===== src/rtl/lcd_byte_writer.sv =====
// lcd_byte_writer: byte-wide write engine for an HD44780-style character LCD.
// After reset it waits out the panel power-up time, then sends the init bytes
// 0x38, 0x0C, 0x01, 0x06 and raises init_done. From then on it takes one byte
// at a time from a valid/ready upstream and strobes it onto the LCD bus with
// setup, enable-high, hold and post-write wait phases.
//
// Ports:
//   clk        system clock, rising edge
//   reset      synchronous, active-high
//   in_valid   upstream offers a byte
//   in_ready   block accepts a byte this cycle (IDLE and init_done)
//   in_rs      0 = command, 1 = character data
//   in_data    byte to write
//   busy       FSM is not in IDLE
//   init_done  power-up init complete, held until reset
//   lcd_rs     LCD RS
//   lcd_rw     LCD RW, tied low (write-only)
//   lcd_en     LCD E, registered
//   lcd_data   LCD DB7..DB0
//
// state | meaning
// PWRUP | waiting T_PWRUP cycles for the panel supply to settle
// INIT  | one cycle: load the next init byte onto the bus
// IDLE  | waiting for an upstream byte
// SETUP | RS/DATA stable, E low
// EN_HI | E high
// HOLD  | E low, RS/DATA still held
// WAIT  | post-write execution time (long for clear/home)

module lcd_byte_writer #(
   parameter int T_PWRUP = 750000,
   parameter int T_SETUP = 4,
   parameter int T_EN    = 12,
   parameter int T_HOLD  = 4,
   parameter int T_CMD   = 2000,
   parameter int T_LONG  = 82000
) (
   input  logic       clk,
   input  logic       reset,
   input  logic       in_valid,
   output logic       in_ready,
   input  logic       in_rs,
   input  logic [7:0] in_data,
   output logic       busy,
   output logic       init_done,
   output logic       lcd_rs,
   output logic       lcd_rw,
   output logic       lcd_en,
   output logic [7:0] lcd_data
);

   localparam int T_MAX = (T_PWRUP > T_LONG) ? T_PWRUP : T_LONG;
   localparam int CW    = $clog2(T_MAX + 1);

   typedef enum logic [2:0] {
      S_PWRUP,
      S_INIT,
      S_IDLE,
      S_SETUP,
      S_EN_HI,
      S_HOLD,
      S_WAIT
   } state_t;

   state_t        state;
   state_t        state_nxt;
   logic [CW-1:0] cnt;
   logic [CW-1:0] cnt_load;
   logic [2:0]    init_cnt;
   logic [7:0]    init_byte;
   logic          tc;
   logic          accept;
   logic          long_wait;

   // Counter is loaded with the full duration on entry, so a state lasts
   // exactly its T cycles when it leaves at count 1.
   assign tc        = (cnt <= CW'(1));
   assign accept    = in_valid & in_ready;
   assign long_wait = !lcd_rs && (lcd_data == 8'h01 || lcd_data == 8'h02 ||
                                  lcd_data == 8'h03);
   assign lcd_rw    = 1'b0;

   always_comb begin
      init_byte = 8'h38;
      case (init_cnt[1:0])
         2'd0:    init_byte = 8'h38;
         2'd1:    init_byte = 8'h0C;
         2'd2:    init_byte = 8'h01;
         default: init_byte = 8'h06;
      endcase
   end

   // state register
   always_ff @(posedge clk) begin
      if (reset) state <= S_PWRUP;
      else       state <= state_nxt;
   end

   // next-state logic
   always_comb begin
      state_nxt = state;
      case (state)
         S_PWRUP: if (tc) state_nxt = S_INIT;
         S_INIT:  state_nxt = S_SETUP;
         S_IDLE:  if (accept) state_nxt = S_SETUP;
         S_SETUP: if (tc) state_nxt = S_EN_HI;
         S_EN_HI: if (tc) state_nxt = S_HOLD;
         S_HOLD:  if (tc) state_nxt = S_WAIT;
         S_WAIT:  if (tc) state_nxt = (init_done || init_cnt == 3'd4) ? S_IDLE : S_INIT;
         default: state_nxt = S_PWRUP;
      endcase
   end

   // output logic
   always_comb begin
      in_ready = (state == S_IDLE) && init_done;
      busy     = (state != S_IDLE);
   end

   always_comb begin
      cnt_load = CW'(1);
      case (state_nxt)
         S_PWRUP: cnt_load = CW'(T_PWRUP);
         S_SETUP: cnt_load = CW'(T_SETUP);
         S_EN_HI: cnt_load = CW'(T_EN);
         S_HOLD:  cnt_load = CW'(T_HOLD);
         S_WAIT:  cnt_load = long_wait ? CW'(T_LONG) : CW'(T_CMD);
         default: cnt_load = CW'(1);
      endcase
   end

   // timer, bus registers and init progress
   always_ff @(posedge clk) begin
      if (reset) begin
         cnt       <= CW'(T_PWRUP);
         init_cnt  <= 3'd0;
         init_done <= 1'b0;
         lcd_en    <= 1'b0;
         lcd_rs    <= 1'b0;
         lcd_data  <= 8'h00;
      end else begin
         if (state_nxt != state) cnt <= cnt_load;
         else if (cnt != '0)     cnt <= cnt - CW'(1);

         lcd_en <= (state_nxt == S_EN_HI);

         if (state == S_INIT) begin
            lcd_rs   <= 1'b0;
            lcd_data <= init_byte;
            init_cnt <= init_cnt + 3'd1;
         end else if (accept) begin
            lcd_rs   <= in_rs;
            lcd_data <= in_data;
         end

         if (state == S_WAIT && tc && !init_done && init_cnt == 3'd4)
            init_done <= 1'b1;
      end
   end

endmodule


===== config.mk =====
export PLATFORM = sky130hd
export DESIGN_NAME = lcd_byte_writer
export DESIGN_NICKNAME = d
export VERILOG_FILES = /design/src/rtl/lcd_byte_writer.sv
export SDC_FILE = /design/constraint.sdc
export NUM_CORES = 1
export LEC_CHECK = 0
export ABC_CLOCK_PERIOD_IN_PS = 2490
export BUFFER_PORTS_ARGS = -buffer_cell sky130_fd_sc_hd__buf_2
export CAP_MARGIN = 10
export CORE_ASPECT_RATIO = 0.7
export CORE_MARGIN = 2
export CORE_UTILIZATION = 57
export DETAILED_ROUTE_END_ITERATION = 10
export PLACE_DENSITY = 0.78
export REMOVE_ABC_BUFFERS = 1
export SYNTH_ARGS = -nofsm -noshare
export SYNTH_HDL_FRONTEND = slang
export SYNTH_SLANG_ARGS = --single-unit

===== constraint.sdc =====
create_clock -name clk -period 2.49 [get_ports clk]
set_input_delay 0.1245 -clock clk [delete_from_list [all_inputs] [get_ports clk]]
set_output_delay 0.1245 -clock clk [all_outputs]
set_load 0.1 [all_outputs]

---- Word level (Yosys, flattened, before mapping) ----
Cells that the tools add are included.
storage, ports and cells
  flip-flop bits (word level) ............. 37
  output and inout bits ................... 14
cells by class
  equality and inequality tests ........... 18
  bitwise operators ....................... 1
  reductions and logical operators ........ 18
  mux-type cells .......................... 15
  add/sub/neg operators ................... 2
  magnitude comparators ................... 1
operator list
  cell                   number
  $pmux 20 s4            1
  $mux 20                2
  $eq 3x3->1 const B     7
  $pmux 3 s7             1
  $le 20x1->1 const B    1
  $reduce_bool 20->1     1
  $sub 20x1->20 const B  1
  $mux 3                 6
  $pmux 6 s3             1
  $mux 17                1
  $eq 8x2->1 const B     2
  $mux 8                 2
  $eq 3x2->1 const B     3
  $eq 8x1->1 const B     1
  $logic_not 3->1        2
  $logic_and 1x1->1      5
  $reduce_bool 2->1      2
  $reduce_or 2->1        2
  $add 3x1->3 const B    1
  $eq 3x1->1 const B     1
  $logic_or 1x1->1       3
  $ne 3x2->1 const B     1
  $ne 3x3->1             1
  $eq 2x1->1 const B     1
  5 further kinds        6

---- Longest topological paths before layout ----
Gate-level depths: netlist (run 1).
  depth in word-level cells ............... 9
  depth in mapped cells ................... 7

---- Worst setup path after synthesis (run 1) ----
OpenSTA, ideal clock, no wires.
  kind .................................... register to register
  start point ............................. reg cnt[11]
  end point ............................... reg cnt[4]
  required time ........................... 2368 ps
  stages on the path, launching flop included .. 7
  setup time .............................. 122 ps
  setup slack ............................. 240 ps
  arrival time ............................ 2128 ps
  buffers on the path ..................... 1
  cells stage by stage .................... dfxtp_1 -> or4_1 -> buf_6 -> nor4_4 -> nand2_2 -> a221o_1 -> a311o_1
between the ends
  cells in the longest elaborated chain, start to end .. 7
  elaborated cells between the ends (all ways) .. 18
  those cells by class .................... order compare (1); eq/ne (5); mux (8); reduce/logical (4)
ends and longest elaborated chain
  element                                   line  text
  from (decl)                               67    logic [CW-1:0] cnt;
  from (signal assigned)                    135   cnt <= CW'(T_PWRUP);
  from (signal assigned)                    142   if (state_nxt != state) cnt <= cnt_load;
  from (signal assigned)                    143   else if (cnt != '0) cnt <= cnt - CW'(1);
  $le 20x1->1                               77    assign tc = (cnt <= CW'(1));
  $mux 3 (on tied branches)                 n/a
  $pmux 3 s7                                102   case (state)
  $eq 3x3->1 or $eq 3x2->1 (tied branches)  122   case (state_nxt)
  $reduce_or 2->1 (no line)                 n/a
  $pmux 20 s4                               122
  $mux 20                                   142
Several ways; a longest one is shown, not always the timed one.
A chain may end at the register's enable or synchronous reset.

---- Worst setup path after layout (run 1) ----
  start point ............................. reg cnt[11]
  end point ............................... reg cnt[13]
The elaborated chain is that of the path after synthesis.

==> flow_summary.json, run 1 <==
{
  "chip_height_um": 55.2,
  "place.detailed.instances": 323,
  "cts_hold_repair.buffers": 0,
  "number_of_synthesized_flops_with_an_enable_pin": 0,
  "post_cts_resized": 0,
  "synth-seq-cells": 37,
  "root_buffer": "sky130_fd_sc_hd__clkbuf_8",
  "timing.rr.start": "cnt[11]",
  "initial_core_utilization_pct": 59.9,
  "period_share_pct": 93.2,
  "postCtsSetupRepairBufs": 0,
  "slew-limit-headroom_pct": 65.8,
  "vias_in_the_first_global_route": 1688,
  "final_wirelength_mm": 4.90,
  "synthesis.instances": 252,
  "globalRouteOverflowTotal": 0,
  "max_clock_freq_mhz": 431,
  "postPlaceCellArea_um2": 2320,
  "hold_path.startpoint": "in_data[6]",
  "number_of_antenna_diodes": 0,
  "clock_sinks": 37,
  "timing.critical_path.required_ps": 2640,
  "seq_area_frac_synth_pct": 34.8,
  "worst_ir_drop_vdd_mv": 0.340,
  "grt_pass1_wl_mm": 8.03,
  "gp_routability_congestion": 0.877,
  "layout-area-overhead-vs-synth_pct": 12.6,
  "leakagePower_nw": 0.881,
  "critical_path_peak_fanout": 6,
  "grt_start_max_net_pins": 30,
  "core-area_um2": 3560,
  "dr.first_iter.drc_count": 167,
  "final_max_slew_viol_count": 0,
  "worstMarginPinSlew_ps": 512,
  "worst_skew_pair.late_latency_ps": 290,
  "io_pins": 26,
  "drc": 0,
  "outcome": "completed",
  "netlist_top_cells_area": "sky130_fd_sc_hd__dfxtp_1 (35%), sky130_fd_sc_hd__a21oi_1 (4.9%), sky130_fd_sc_hd__ha_1 (4.7%)",
  "synth_top_cell_area_share_pct": 34.8,
  "clock_path_buffers": 2,
  "worst_clock_skew_ps": 9.30,
  "cts_tree": "built",
  "worstSetupStartpointType": "flop",
  "p_total_mw": 1.17,
  "row_count": 18,
  "totalNegativeSetupSlack_ps": 0,
  "worstPathArrival_ps": 2480,
  "drv_cap": 0,
  "setup-violations-final": 0,
  "synth_most_common_cell": "sky130_fd_sc_hd__dfxtp_1",
  "cts.reportedPaths.clkPinSlew_ps": 70,
  "cpPeakStageDelay_ps": 700,
  "cp_num_buf_inv": 0,
  "synth_top_area_cell": "sky130_fd_sc_hd__dfxtp_1",
  "die_w_um": 77.1,
  "grt_setup_unrepaired": "false",
  "yosys_warnings": 0,
  "nets": 300,
  "critical_path.slowest_cell": "sky130_fd_sc_hd__or4_2",
  "grt_antenna_before_repair": 0,
  "path_delay_family": "simple AND/OR/NAND/NOR gates",
  "pre_cts_ws_ps": 186,
  "numPortBuffers": 24,
  "cp_cell_sequence": "or4_1 -> or4_2 -> or2_1 -> nand2_2 -> o21ai_0",
  "postLayoutSetupSlackWorst_ps": 168,
  "slack_of_the_worst_reg_to_reg_path_ps": 170,
  "power-per-cell-area_nw_per_um2": 488,
  "route.antenna.remaining_nets": 0,
  "syn-cell-area_um2": 2130,
  "timing.critical_path.to_type": "flop",
  "synth_cell_types": 52,
  "finalInstanceArea_um2": 2400,
  "share_of_cells_above_drive_strength_1_pct": 19.2,
  "hold_class": "input port to flop",
  "fill_cell_total_of_the_finished_layout": 298,
  "num_vias": 1990,
  "die_area_um2": 4250,
  "fin_crit_ps": 2320,
  "cp-startpoint": "cnt[11]",
  "cts_inserted_buffers": 5,
  "synth-main-ff-cell": "sky130_fd_sc_hd__dfxtp_1",
  "postSynthAreaPerCell_um2": 8.46,
  "tritonroute_pass_1_iters": 6,
  "timing.setup.critical_path_class": "flop to flop",
  "vias_per_cell": 6.01,
  "synth_async_sr_flop_share_pct": 0,
  "grt_usage_pct": 24.8,
  "detailed_place_hpwl_mm": 3.69,
  "number_of_hold_violations_in_the_final_report": 0,
  "wire_per_inst_um": 14.8,
  "stdcell_count": 331,
  "ctsHtreeMaxLevel": 2,
  "yosys-top-cells-count": "sky130_fd_sc_hd__dfxtp_1 (37), sky130_fd_sc_hd__a21oi_1 (21), sky130_fd_sc_hd__nor2_1 (19)"
}
[through the flow]
step | hold slack, ps | utilization [%]
floorplan | 194 | -
finish | 123 | 67.4
detailed placement | 424 | 65.1
global placement | 409 | 65.1
CTS | 121 | 67.4
global route | 142 | 67.4
[kinds of logic (layout without fill, tap and decap cells)]
logic type | Yosys count | in the layout | share of synthesized area [%]
muxes | 9 | 9 | 4.35
buffers and inverters | 24 | 53 | 5.64
and+or+nand+nor | 94 | 94 | 24.7
xor gates and xnor gates | 20 | 20 | 8.22
DFF | 37 | 37 | 34.8
adders and majority gates | 8 | 8 | 4.70
AOI/OAI and AO/OA | 59 | 59 | 17.5
other | 1 | 1 | 0.176
[cells in the final DEF, fill, tap and decap left out, types with 3 or more instances in the layout]
cell type | netlist | layout
sky130_fd_sc_hd__buf_2 | 3 | 24
sky130_fd_sc_hd__inv_1 | 9 | 9
sky130_fd_sc_hd__buf_4 | 3 | 12
sky130_fd_sc_hd__clkbuf_8 | 0 | 5
sky130_fd_sc_hd__a21o_1 | 3 | 3
sky130_fd_sc_hd__o21ai_0 | 13 | 13
sky130_fd_sc_hd__nand4_1 | 5 | 5
sky130_fd_sc_hd__xor2_1 | 10 | 10
sky130_fd_sc_hd__dfxtp_1 | 37 | 37
sky130_fd_sc_hd__o211ai_1 | 3 | 3
sky130_fd_sc_hd__ha_1 | 8 | 8
sky130_fd_sc_hd__a21oi_1 | 21 | 21
sky130_fd_sc_hd__nor2_1 | 19 | 19
sky130_fd_sc_hd__nor4_1 | 4 | 4
sky130_fd_sc_hd__a211oi_1 | 5 | 5
sky130_fd_sc_hd__xnor2_1 | 10 | 10
sky130_fd_sc_hd__nand3_1 | 13 | 13
sky130_fd_sc_hd__nand2_1 | 13 | 13
sky130_fd_sc_hd__nor3_1 | 16 | 16
sky130_fd_sc_hd__mux2i_1 | 7 | 7
[final timing paths]
check                           depth (start not counted)     endpoint
worst max-delay path                                    5      cnt[13]
worst min-delay path                                    3  lcd_data[6]
worst max register to register                          5      cnt[13]
worst min register to register                          2  init_cnt[1]
[power by group]
part           internal (mW)  total [mW]  switching (mW)
Combinational         0.0558       0.133          0.0769
Sequential             0.611       0.632          0.0212
Clock                  0.194       0.406           0.212
Total                  0.860        1.17           0.310
[layout make-up]
cell class                      count  area (um2)  share of cell area, %
Inverter                            9        33.8                   1.41
Tap cell                           50        62.6                   2.61
Clock inverter                      2        10.0                  0.417
Sequential cell                    37         741                   30.9
Clock buffer                        6        72.6                   3.02
Timing Repair Buffer               36         210                   8.76
Multi-Input combinational cell    191        1270                   52.9
[flip-flops by register name, summed over array words and instances, names as in the netlist]
signal / cells
cnt: 20
lcd_data: 8
init_cnt: 3
state: 3
init_done: 1
lcd_en: 1
lcd_rs: 1
[worst min-delay path, cell delays in order]
cell and delay (ps):
sky130_fd_sc_hd__buf_2 80, sky130_fd_sc_hd__mux2i_1 50, sky130_fd_sc_hd__nor3_1 110
[metal layers]
layer	GRT usage (%)	part of all wire (%)	routed length, um	up-vias
li1	-	-	-	967
met1	35.5	51	2510	937
met2	35.8	40	1960	79
met3	7.63	7.9	388	7
met4	7.74	0.80	39	0
met5	0	0	0	-
No activity file was read; power rests on OpenSTA's default activity.
==> inputs of run 2 (changes only) <==
--- a/config.mk
+++ b/config.mk
@@ -10,9 +10,11 @@
 export CAP_MARGIN = 10
 export CORE_ASPECT_RATIO = 0.7
 export CORE_MARGIN = 2
-export CORE_UTILIZATION = 57
+export CORE_UTILIZATION = 60
+export CTS_BUF_LIST = sky130_fd_sc_hd__clkbuf_8
+export CTS_CLUSTER_DIAMETER = 40
 export DETAILED_ROUTE_END_ITERATION = 10
-export PLACE_DENSITY = 0.78
+export PLACE_DENSITY = 0.82
 export REMOVE_ABC_BUFFERS = 1
 export SYNTH_ARGS = -nofsm -noshare
 export SYNTH_HDL_FRONTEND = slang
==> run 2 against run 1 <==
Compared with the run above: worst setup slack got worse by 57 ps; combinational power down 6%; routed wire length rose by 2.7%; final area rose by 1.1%; global-route usage increased by 3.4 points; hold slack worse by 6.6 ps; count of clock-buffer cells in the layout up 1; critical endpoint is now cnt[17].
==> flow_summary.json, run 2 (same netlist as run 1, synthesis figures left out) <==
{
  "drc": 0,
  "layout-area-overhead-vs-synth_pct": 13.9,
  "cp-startpoint": "cnt[11]",
  "worstSetupStartpointType": "flop",
  "die_area_um2": 4050,
  "post_cts_resized": 0,
  "numPortBuffers": 24,
  "io_pins": 26,
  "critical_path_peak_fanout": 6,
  "worstPathArrival_ps": 2540,
  "layout_commonest_cell": "sky130_fd_sc_hd__dfxtp_1",
  "timing.setup.critical_path_class": "flop to flop",
  "grt_start_max_net_pins": 30,
  "worst_skew_pair.late_latency_ps": 300,
  "leakagePower_nw": 0.896,
  "cts_hold_repair.buffers": 0,
  "cts.reportedPaths.clkPinSlew_ps": 70,
  "fin_crit_ps": 2380,
  "vias_in_the_first_global_route": 1761,
  "dr.first_iter.drc_count": 193,
  "pre_cts_ws_ps": 141,
  "grt_antenna_before_repair": 0,
  "root_buffer": "sky130_fd_sc_hd__clkbuf_8",
  "final_max_slew_viol_count": 0,
  "clock_sinks": 37,
  "cts_inserted_buffers": 5,
  "chip_height_um": 53.9,
  "clock_path_buffers": 2,
  "slack_of_the_worst_reg_to_reg_path_ps": 110,
  "final_wirelength_mm": 5.03,
  "timing.critical_path.required_ps": 2660,
  "fill_cell_total_of_the_finished_layout": 287,
  "grt_usage_pct": 28.2,
  "wire_per_inst_um": 15.2,
  "setup-violations-final": 0,
  "grt_setup_unrepaired": "false",
  "detailed_place_hpwl_mm": 3.63,
  "max_clock_freq_mhz": 420,
  "largest_register": "cnt",
  "postLayoutSetupSlackWorst_ps": 111,
  "ctsHtreeMaxLevel": 2,
  "drv_cap": 0,
  "die_w_um": 75.2,
  "worstMarginPinSlew_ps": 530,
  "nets": 301,
  "slew-limit-headroom_pct": 64.6,
  "share_of_cells_above_drive_strength_1_pct": 19.9,
  "tritonroute_pass_1_iters": 4,
  "timing.critical_path.to_type": "flop",
  "timing.rr.start": "cnt[11]",
  "worst_clock_skew_ps": 6.48,
  "hold_class": "input port to flop",
  "globalRouteOverflowTotal": 0,
  "cts_tree": "built",
  "vias_per_cell": 5.92,
  "power-per-cell-area_nw_per_um2": 508,
  "largest_register_ffs": 20,
  "core-area_um2": 3470,
  "totalNegativeSetupSlack_ps": 0,
  "number_of_antenna_diodes": 0,
  "worst_ir_drop_vdd_mv": 0.366,
  "initial_core_utilization_pct": 61.4,
  "timing.hold.worst_path_depth": 3,
  "row_count": 18,
  "crit_end": "cnt[17]",
  "grt_pass1_wl_mm": 8.31,
  "route.antenna.remaining_nets": 0,
  "reg_top3": "cnt x20, lcd_data x8",
  "period_share_pct": 95.5,
  "mostFrequentLayoutCells": "sky130_fd_sc_hd__dfxtp_1 (37), sky130_fd_sc_hd__buf_2 (24), sky130_fd_sc_hd__a21oi_1 (21)",
  "postCtsSetupRepairBufs": 0,
  "worstRegToRegCells": 5,
  "outcome": "completed",
  "number_of_hold_violations_in_the_final_report": 0,
  "num_vias": 1964,
  "gp_routability_congestion": 0.833,
  "reg2reg_to": "cnt[17]"
}
[run 2: cell types whose count changed in the layout (fill, tap and decap cells not counted), sizes merged]
cell    delta
buf        +1
clkinv     -1
clkbuf     +1
[run 2: stage by stage]
| step | util (%) | instances | total power [mW] | hold WS, ps | instance area [um2] |
|---|---|---|---|---|---|
| after floorplan | - | 237 | 0.730 | 194 | 2040 |
| after global placement | 67.0 | 324 | 0.767 | 408 | 2320 |
| after detailed placement | 67.0 | 324 | 0.771 | 428 | 2320 |
| after CTS | 69.9 | 332 | 1.23 | 110 | 2430 |
| after global routing | 69.9 | 332 | 1.28 | 129 | 2430 |
| final | 69.9 | 332 | 1.23 | 116 | 2430 |
[run 2: worst min-delay path by stage]
| stage | start | endpoint | slack (ps) |
|---|---|---|---|
| after global placement | in_rs | lcd_rs | 410 |
| final | in_data[6] | lcd_data[6] | 120 |
| after floorplan | reset | cnt[0] | 190 |
| after global routing | in_data[7] | lcd_data[7] | 130 |
| after detailed placement | in_rs | lcd_rs | 430 |
| after CTS | in_data[4] | lcd_data[4] | 110 |
[run 2: layer usage]
| metal | global-route usage (%) | wire [um] |
|---|---|---|
| met1 | 39.5 | 2460 |
| met2 | 39.6 | 2060 |
| met3 | 7.87 | 459 |
| met4 | 13.7 | 55 |
| met5 | 0 | 0 |
[run 2: cell type report]
cell class | instances | area (um2) | area share, %
clock buffer | 7 | 96.3 | 3.97
clock inverter | 1 | 5.00 | 0.206
inverter | 9 | 33.8 | 1.39
multi-input combinational | 191 | 1270 | 52.3
sequential | 37 | 741 | 30.5
tap | 50 | 62.6 | 2.58
timing repair buffer | 37 | 218 | 8.97
[run 2: power breakdown]
| part | switching, mW | internal, mW | total (mW) |
|---|---|---|---|
| logic | 0.0726 | 0.0521 | 0.125 |
| registers | 0.0250 | 0.610 | 0.635 |
| clock network | 0.222 | 0.250 | 0.472 |
| total | 0.319 | 0.913 | 1.23 |
[run 2: critical path: stages (launching register included)]
cell	delay (ps)
sky130_fd_sc_hd__dfxtp_1	350
sky130_fd_sc_hd__or4_1	660
sky130_fd_sc_hd__or4_2	710
sky130_fd_sc_hd__or2_1	290
sky130_fd_sc_hd__nand2_2	130
sky130_fd_sc_hd__o21ai_0	100
==> inputs of run 3 (changes only) <==
--- a/config.mk
+++ b/config.mk
@@ -9,12 +9,12 @@
 export BUFFER_PORTS_ARGS = -buffer_cell sky130_fd_sc_hd__buf_2
 export CAP_MARGIN = 10
 export CORE_ASPECT_RATIO = 0.7
-export CORE_MARGIN = 2
 export CORE_UTILIZATION = 60
 export CTS_BUF_LIST = sky130_fd_sc_hd__clkbuf_8
 export CTS_CLUSTER_DIAMETER = 40
 export DETAILED_ROUTE_END_ITERATION = 10
 export PLACE_DENSITY = 0.82
+export RECOVER_POWER = 100
 export REMOVE_ABC_BUFFERS = 1
 export SYNTH_ARGS = -nofsm -noshare
 export SYNTH_HDL_FRONTEND = slang
==> run 3 against run 2 <==
Compared with the run above: register-to-register slack better by 30 ps; clock skew grew 3.2 ps; fmax up 1.4%; critical endpoint is now cnt[13]; largest power group unchanged.
==> flow_summary.json, run 3 (same netlist as run 1, synthesis figures left out) <==
{
  "outcome": "completed",
  "period_share_pct": 94.2,
  "postCtsSetupRepairBufs": 0,
  "clock_path_buffers": 2,
  "power_switching_uw": 315,
  "clock_sinks": 37,
  "pre_cts_ws_ps": 179,
  "drv_cap": 0,
  "layout-area-overhead-vs-synth_pct": 11.5,
  "worst_ir_drop_vdd_mv": 0.355,
  "postLayoutSetupSlackWorst_ps": 144,
  "timing.setup.critical_path_class": "flop to flop",
  "grt_antenna_before_repair": 0,
  "reg_top3": "cnt x20, lcd_data x8",
  "mostFrequentLayoutCells": "sky130_fd_sc_hd__dfxtp_1 (37), sky130_fd_sc_hd__a21oi_1 (21), sky130_fd_sc_hd__nor2_1 (19)",
  "setup-violations-final": 0,
  "slew-limit-headroom_pct": 22.9,
  "final_wirelength_mm": 5.02,
  "detailed_place_hpwl_mm": 3.61,
  "grt_setup_unrepaired": "false",
  "hold_class": "input port to flop",
  "io_pins": 26,
  "number_of_hold_violations_in_the_final_report": 0,
  "cts_inserted_buffers": 5,
  "cts_hold_repair.buffers": 0,
  "num_vias": 1984,
  "die_w_um": 73.2,
  "switching_share_pct": 26.9,
  "p_total_mw": 1.17,
  "gp_routability_congestion": 0.867,
  "cts_tree": "built",
  "post_cts_resized": 0,
  "final_max_slew_viol_count": 0,
  "core-area_um2": 3280,
  "power.combinational.fraction_pct": 11.6,
  "number_of_antenna_diodes": 0,
  "vias_per_cell": 6.01,
  "dr.first_iter.drc_count": 290,
  "grt_usage_pct": 29.1,
  "vias_in_the_first_global_route": 1707,
  "worstSetupStartpointType": "flop",
  "worstPathArrival_ps": 2510,
  "nets": 302,
  "timing.critical_path.required_ps": 2650,
  "initial_core_utilization_pct": 65.0,
  "power-per-cell-area_nw_per_um2": 492,
  "chip_height_um": 51.9,
  "grt_pass1_wl_mm": 8.11,
  "timing.critical_path.to_type": "flop",
  "numPortBuffers": 24,
  "leakagePower_nw": 0.832,
  "row_count": 17,
  "largest_register": "cnt",
  "power.share.clock_pct": 34.1,
  "critical_path_peak_fanout": 6,
  "fin_crit_ps": 2350,
  "root_buffer": "sky130_fd_sc_hd__clkbuf_8",
  "drc": 0,
  "max_clock_freq_mhz": 426,
  "hold_ws_ps": 119,
  "route.antenna.remaining_nets": 0,
  "cts.reportedPaths.clkPinSlew_ps": 80,
  "power_report.internal_total_uw": 853,
  "pwr-share-seq_pct": 54.2,
  "layout_commonest_cell": "sky130_fd_sc_hd__dfxtp_1",
  "ctsHtreeMaxLevel": 2,
  "grt_start_max_net_pins": 30,
  "worst_clock_skew_ps": 9.67,
  "share_of_cells_above_drive_strength_1_pct": 13.4,
  "worst_skew_pair.late_latency_ps": 300,
  "final_core_util_pct": 72.5,
  "wire_per_inst_um": 15.2,
  "worstMarginPinSlew_ps": 1160,
  "totalNegativeSetupSlack_ps": 0,
  "die_area_um2": 3800,
  "globalRouteOverflowTotal": 0,
  "tritonroute_pass_1_iters": 5,
  "largest_register_ffs": 20
}
==> run 3: cell count changes in the layout (fill, tap and decap cells not counted), sizes merged <==
| cell | change |
|---|---|
| inv | +3 |
| buf | -17 |
| clkinv | -1 |
| clkbuf | +16 |
==> run 3: power by group through the flow <==
stage | sequential (mW) | clock, mW | combinational (mW)
CTS | 0.632 | 0.403 | 0.134
floorplan | 0.642 | 0 | 0.0873
detailed placement | 0.645 | 0 | 0.132
global placement | 0.645 | 0 | 0.128
finish | 0.633 | 0.399 | 0.136
global route | 0.635 | 0.425 | 0.150
==> run 3: worst max-delay path: stages (launching register included) <==
cell,delay [ps]
sky130_fd_sc_hd__dfxtp_1,350
sky130_fd_sc_hd__or4_1,630
sky130_fd_sc_hd__or4_2,710
sky130_fd_sc_hd__or2_1,280
sky130_fd_sc_hd__nand2_2,130
sky130_fd_sc_hd__o21ai_0,100
==> run 3: final cells by class <==
cell class | instances | area (um2)
Timing Repair Buffer | 38 | 193
Sequential cell | 37 | 741
Tap cell | 47 | 58.8
Clock buffer | 5 | 68.8
Multi-Input combinational cell | 191 | 1270
Fill cell | 269 | 900
Inverter | 9 | 33.8
Clock inverter | 3 | 11.3
==> run 3: final timing paths <==
kind / cells after the start / from / slack [ps] / endpoint
worst min register to register: 2 / init_cnt[1] / 510 / init_cnt[1]
worst max-delay path: 5 / cnt[11] / 140 / cnt[13]
worst max register to register: 5 / cnt[11] / 140 / cnt[13]
worst min-delay path: 3 / in_rs / 120 / lcd_rs
==> run 3: routing by layer <==
| layer | vias to the layer above | global-route usage (%) | wire, um |
|---|---|---|---|
| met3 | 7 | 6.40 | 450 |
| met2 | 99 | 38.0 | 1920 |
| met1 | 914 | 44.7 | 2590 |
| met5 | - | 0 | 0 |
| met4 | 0 | 12.1 | 59 |
| li1 | 964 | - | - |
==> run 3: metrics by stage <==
step,std cells,area (um2)
finish,330,2380
global route,330,2380
CTS,330,2410
detailed placement,322,2330
global placement,322,2330
floorplan,237,2040
